--- src/rtl/cpu_clk_ctrl.sv ---
// rtl/cpu_clk_ctrl.sv - run/step clock-enable controller for the lab CPU
// Optional tick counter is built when CPU_CLK_TICKCNT_EN is defined; otherwise tick_cnt reads 0.
module cpu_clk_ctrl #(
    parameter int CNT_W = 16
) (
    input  logic             clk,
    input  logic             rst,
    input  logic [2:0]       div_in,
    input  logic [1:0]       sel,
    input  logic             run,
    input  logic             step,
    output logic             cpu_ce,
    output logic [1:0]       state,
    output logic             busy,
    output logic [CNT_W-1:0] tick_cnt
);

    localparam logic [1:0] HALT      = 2'b00;
    localparam logic [1:0] RUN       = 2'b01;
    localparam logic [1:0] STEP_WAIT = 2'b10;
    localparam logic [1:0] STEP_DONE = 2'b11;

    logic [2:0] div_q;
    logic [2:0] rise;
    logic       step_q;
    logic       step_rise;
    logic [1:0] sel_q;
    logic       src_rise;
    logic       ev;
    logic [1:0] state_q;
    logic [1:0] state_d;
    logic       ce_d;

    // Divider levels reset high so the first divider edge after reset is not a false rise.
    always_ff @(posedge clk) begin
        if (!rst) begin
            div_q  <= 3'b111;
            step_q <= 1'b1;
            sel_q  <= 2'b00;
        end else begin
            div_q  <= div_in;
            step_q <= step;
            sel_q  <= sel;
        end
    end

    assign rise      = div_in & ~div_q;
    assign step_rise = step & ~step_q;

    always_comb begin
        case (sel_q)
            2'd1:    src_rise = rise[0];
            2'd2:    src_rise = rise[1];
            2'd3:    src_rise = rise[2];
            default: src_rise = 1'b1;
        endcase
    end

    // A rate switch masks the event for one cycle so no partial tick leaks through.
    assign ev = (sel == sel_q) & src_rise;

    always_comb begin
        state_d = state_q;
        ce_d    = 1'b0;
        case (state_q)
            HALT: begin
                if (run)
                    state_d = RUN;
                else if (step_rise)
                    state_d = STEP_WAIT;
            end
            RUN: begin
                if (!run)
                    state_d = HALT;
                else
                    ce_d = ev;
            end
            STEP_WAIT: begin
                if (ev) begin
                    ce_d    = 1'b1;
                    state_d = STEP_DONE;
                end
            end
            default: begin
                if (!step)
                    state_d = run ? RUN : HALT;
            end
        endcase
    end

    always_ff @(posedge clk) begin
        if (!rst) begin
            state_q <= HALT;
            cpu_ce  <= 1'b0;
        end else begin
            state_q <= state_d;
            cpu_ce  <= ce_d;
        end
    end

    assign state = state_q;
    assign busy  = (state_q == STEP_WAIT);

`ifdef CPU_CLK_TICKCNT_EN
    localparam logic [CNT_W-1:0] CNT_ONE = {{(CNT_W-1){1'b0}}, 1'b1};

    logic [CNT_W-1:0] cnt_q;

    always_ff @(posedge clk) begin
        if (!rst)
            cnt_q <= '0;
        else if (cpu_ce)
            cnt_q <= cnt_q + CNT_ONE;
    end

    assign tick_cnt = cnt_q;
`else
    assign tick_cnt = '0;
`endif

endmodule

--- config.mk ---
export PLATFORM = sky130hd
export DESIGN_NAME = cpu_clk_ctrl
export DESIGN_NICKNAME = d
export VERILOG_FILES = /design/src/rtl/cpu_clk_ctrl.sv
export SDC_FILE = /design/constraint.sdc
export NUM_CORES = 1
export LEC_CHECK = 0
export ABC_CLOCK_PERIOD_IN_PS = 2700
export CAP_MARGIN = 0
export CORE_MARGIN = 5
export CORE_UTILIZATION = 40
export DETAILED_ROUTE_END_ITERATION = 16
export PLACE_DENSITY_LB_ADDON = 0.1
export SYNTH_ARGS = -nofsm -noshare
export SYNTH_HDL_FRONTEND = slang
export SYNTH_SLANG_ARGS = --single-unit
export TNS_END_PERCENT = 30
--- constraint.sdc ---
create_clock -name clk -period 2.7 [get_ports clk]
set_input_delay 0.405 -clock clk [delete_from_list [all_inputs] [get_ports clk]]
set_output_delay 0.405 -clock clk [all_outputs]
set_load 0.005 [all_outputs]
==> qor.log <==
INFO  route          via_count_of_the_routed_design=431
INFO  run            maxCapViolations=0
INFO  synthesis      ys.warnings.count=0
INFO  synthesis      synthesis.instances=65
INFO  route          detail_route.iter0.violations=5
INFO  clock_network  clock_tree.htree_level_count=1
INFO  critical_path  critical_path_peak_fanout=6
INFO  synthesis      synth_top_area_share=31.37%
INFO  sta            final_period_minus_worst_setup_slack=1962ps
INFO  clock_network  post-cts-setup-buffers=0
INFO  final_layout   n_fill_cell=140
INFO  clock_network  cts-resized-gates=0
INFO  floorplan      core_area=1334um2
INFO  synthesis      ys_seq_area_share=31.37%
INFO  status         outcome=completed
INFO  route          vias_per_cell=4.537
INFO  synthesis      synth_edf_count=0
INFO  route          detailedRoute.firstPassIterationCount=2
INFO  final_layout   multiInputGateArea=311.5um2
INFO  sta            timing.final.setup_violations=0
INFO  power          power.density=719.7nW/um2
INFO  synthesis      synth.most_common_cell=sky130_fd_sc_hd__buf_4
INFO  critical_path  endpoint=busy
INFO  clock_network  clockRootBuffer=sky130_fd_sc_hd__clkbuf_4
INFO  final_layout   area_taken_by_flip_flops_and_latches=180.2um2
INFO  route          detail_route.wl_per_cell=10.01um
INFO  floorplan      design.portCount=29
INFO  grt            grt_use_total=9.366%
INFO  sta            finClkSkew=8.949ps
INFO  critical_path  critical_path_required=2300ps
INFO  final_layout   post_route_cells_drive_above_1_share=5.000%
INFO  floorplan      floorplan.initialDensity=43.06%
INFO  clock_network  path_clk_slew=70ps
INFO  synthesis      ys_async_sr_fraction=0%
INFO  floorplan      die_y=47.89um
INFO  grt            grt_max_degree=9
INFO  route          drtAntennaViolNets=0
INFO  power          totalPowerFinal=0.0004863W
INFO  grt            grt_pass1_vias=370
INFO  placed_design  place.detailed.instances=91
INFO  sta            finalHoldViolCount=0
INFO  critical_path  rrSetupSlack=910ps
INFO  floorplan      die_area=2293um2
INFO  clock_network  cts_tree=yes
INFO  critical_path  critical_path_class=register to output port
INFO  grt            grt_overflow_total=0
INFO  synthesis      synth_ff_type=sky130_fd_sc_hd__dfxtp_1
INFO  route          drc=0
INFO  final_layout   num_antenna_cells=0
INFO  sta            clock.fmax=509.6MHz
INFO  placed_design  io_buffer_count=12
INFO  critical_path  reg_to_reg_startpoint=state[0]$_SDFFE_PN0P_
INFO  clock_network  cts_buffers=3
INFO  critical_path  worst_setup_path_start=state[0]$_SDFFE_PN0P_
INFO  clock_network  clock_tree.buffer_depth=2
INFO  sta            fin_crit_sh=72.68%
INFO  synthesis      synth_area=574.3um2
INFO  clock_network  clk_latency=270ps
INFO  final_layout   design.final.nets=94
INFO  route          routed_wirelength=951um
INFO  synthesis      synth_top_cells_by_count=sky130_fd_sc_hd__buf_4, sky130_fd_sc_hd__dfxtp_1, sky130_fd_sc_hd__nand2b_1
INFO  grt            grt_first_pass_wirelength=1.449mm
INFO  hold_path      hp-class=register to register
INFO  critical_path  setup.worst_path.end_class=output port
INFO  critical_path  rr_endpoint=state[0]$_SDFFE_PN0P_
INFO  floorplan      die_x=47.89um
INFO  sta            report.final.slew_viol_count=0
INFO  grt            antenna_found_initial=0
INFO  synthesis      postSynthAreaPerCell=8.835um2
INFO  sta            rsz0062_at_grt=false
INFO  critical_path  timing.reg2reg.worst_path_depth=7
INFO  clock_network  post_cts_hold_buffer_count=0
INFO  synthesis      yosys.area.top_type=sky130_fd_sc_hd__dfxtp_1
INFO  synthesis      synth_cell_types=23
INFO  final_layout   post_layout_nonfiller_instances=95
INFO  synthesis      yosys-top-cells-area=sky130_fd_sc_hd__dfxtp_1, sky130_fd_sc_hd__buf_4, sky130_fd_sc_hd__ha_1, sky130_fd_sc_hd__nand2b_1, sky130_fd_sc_hd__a21oi_1
INFO  power          peakVddDrop=0.3375mV
INFO  sta            setup-tns-final=0ps
INFO  placed_design  post-dp-hpwl=781.4um
INFO  clock_network  cts.sink_count=9
INFO  final_layout   area_growth=17.65%
INFO  critical_path  crit_arrival=1560ps
INFO  floorplan      fp-row-count=13
INFO  placed_design  gp_congestion=0.8249
INFO  synthesis      yosys_register_bits=9
INFO  critical_path  timing.critical_path.from_type=register
INFO  power          static-leakage-power=0.2883nW
-- power breakdown --
part           leakage [nW]  internal, W  switching, W
Clock                0.0150    0.0000570     0.0000504
Sequential           0.0747     0.000151     0.0000225
Combinational         0.199     0.000110     0.0000949
-- worst max-delay path: stages, from the launching register on --
cell                              delay, ps
sky130_fd_sc_hd__dfxtp_1                370
sky130_fd_sc_hd__inv_1                  100
sky130_fd_sc_hd__ha_1                   280
sky130_fd_sc_hd__clkdlybuf4s50_1        550
-- cells by family after synthesis --
group                      after synthesis  share of synthesized area, %
buffers and inverters                   21                         24.18
and+or+nand+nor                         18                         19.83
xor gates and xnor gates                 2                         3.051
other                                    1                        0.6530
DFF                                      9                         31.37
adders and majority gates                4                         8.715
AOI/OAI and AO/OA                       10                         12.20
-- placed cells by master, fill, tap and decap left out --
cell type,synthesis,layout
sky130_fd_sc_hd__nand2_1,2,2
sky130_fd_sc_hd__nor4b_1,1,1
sky130_fd_sc_hd__and2_1,2,2
sky130_fd_sc_hd__a21oi_1,4,4
sky130_fd_sc_hd__a221o_1,1,1
sky130_fd_sc_hd__nor2b_1,2,2
sky130_fd_sc_hd__ha_1,4,4
sky130_fd_sc_hd__conb_1,1,16
sky130_fd_sc_hd__nor3b_1,1,1
sky130_fd_sc_hd__nor4_1,1,1
sky130_fd_sc_hd__inv_1,5,5
sky130_fd_sc_hd__nand3b_1,1,1
sky130_fd_sc_hd__clkbuf_1,0,1
sky130_fd_sc_hd__a31oi_1,1,1
sky130_fd_sc_hd__o21a_1,1,1
sky130_fd_sc_hd__nor3_1,1,1
sky130_fd_sc_hd__a21oi_2,1,1
sky130_fd_sc_hd__a311oi_1,1,1
sky130_fd_sc_hd__clkbuf_4,0,3
sky130_fd_sc_hd__nand2b_1,6,6
sky130_fd_sc_hd__and4_1,1,1
sky130_fd_sc_hd__clkdlybuf4s50_1,0,12
sky130_fd_sc_hd__dfxtp_1,9,9
sky130_fd_sc_hd__a41oi_1,1,1
sky130_fd_sc_hd__xnor2_1,2,2
-- sequential cells by signal (all words and copies together) (netlist names) --
register	count
div_q	3
sel_q	2
state	2
cpu_ce	1
step_q	1
-- metal layers --
metal  vias to the layer above  track usage [%]  wire, um
li1                        218                -         -
met1                       190            9.934       373
met2                        21            15.04       435
met3                         2            6.015       133
met4                         0            3.226         8
met5                         -                0         0
-- area by class of cell --
| class | instances | share of cell area (%) |
|---|---|---|
| inverter | 5 | 2.778 |
| tap | 15 | 2.778 |
| clock buffer | 4 | 3.889 |
| timing repair buffer | 12 | 17.78 |
| multi-input combinational | 50 | 46.11 |
| sequential | 9 | 26.67 |
-- worst min path at each step --
stage / cells after the start / start / endpoint
global placement: 2 / state[0]$_SDFFE_PN0P_ / state[0]$_SDFFE_PN0P_
finish: 2 / state[0]$_SDFFE_PN0P_ / state[0]$_SDFFE_PN0P_
CTS: 2 / state[0]$_SDFFE_PN0P_ / state[0]$_SDFFE_PN0P_
global route: 2 / state[1]$_SDFFE_PN0P_ / state[1]$_SDFFE_PN0P_
floorplan: 1 / rst / div_q[0]$_SDFF_PN1_
detailed placement: 2 / state[0]$_SDFFE_PN0P_ / state[0]$_SDFFE_PN0P_
-- through the flow --
step	hold WS, ps	instance area, um2	setup WS [ps]	util (%)
2_1_floorplan	478.0	630.6	1067	-
3_3_place_gp	583.3	649.4	812.2	48.69
3_5_place_dp	586.8	649.4	815.9	48.69
4_1_cts	601.5	675.6	723.2	50.66
5_1_grt	663.6	675.6	621.3	50.66
6_report	598.3	675.6	737.7	50.66
Power figures use the tool's default switching activity.
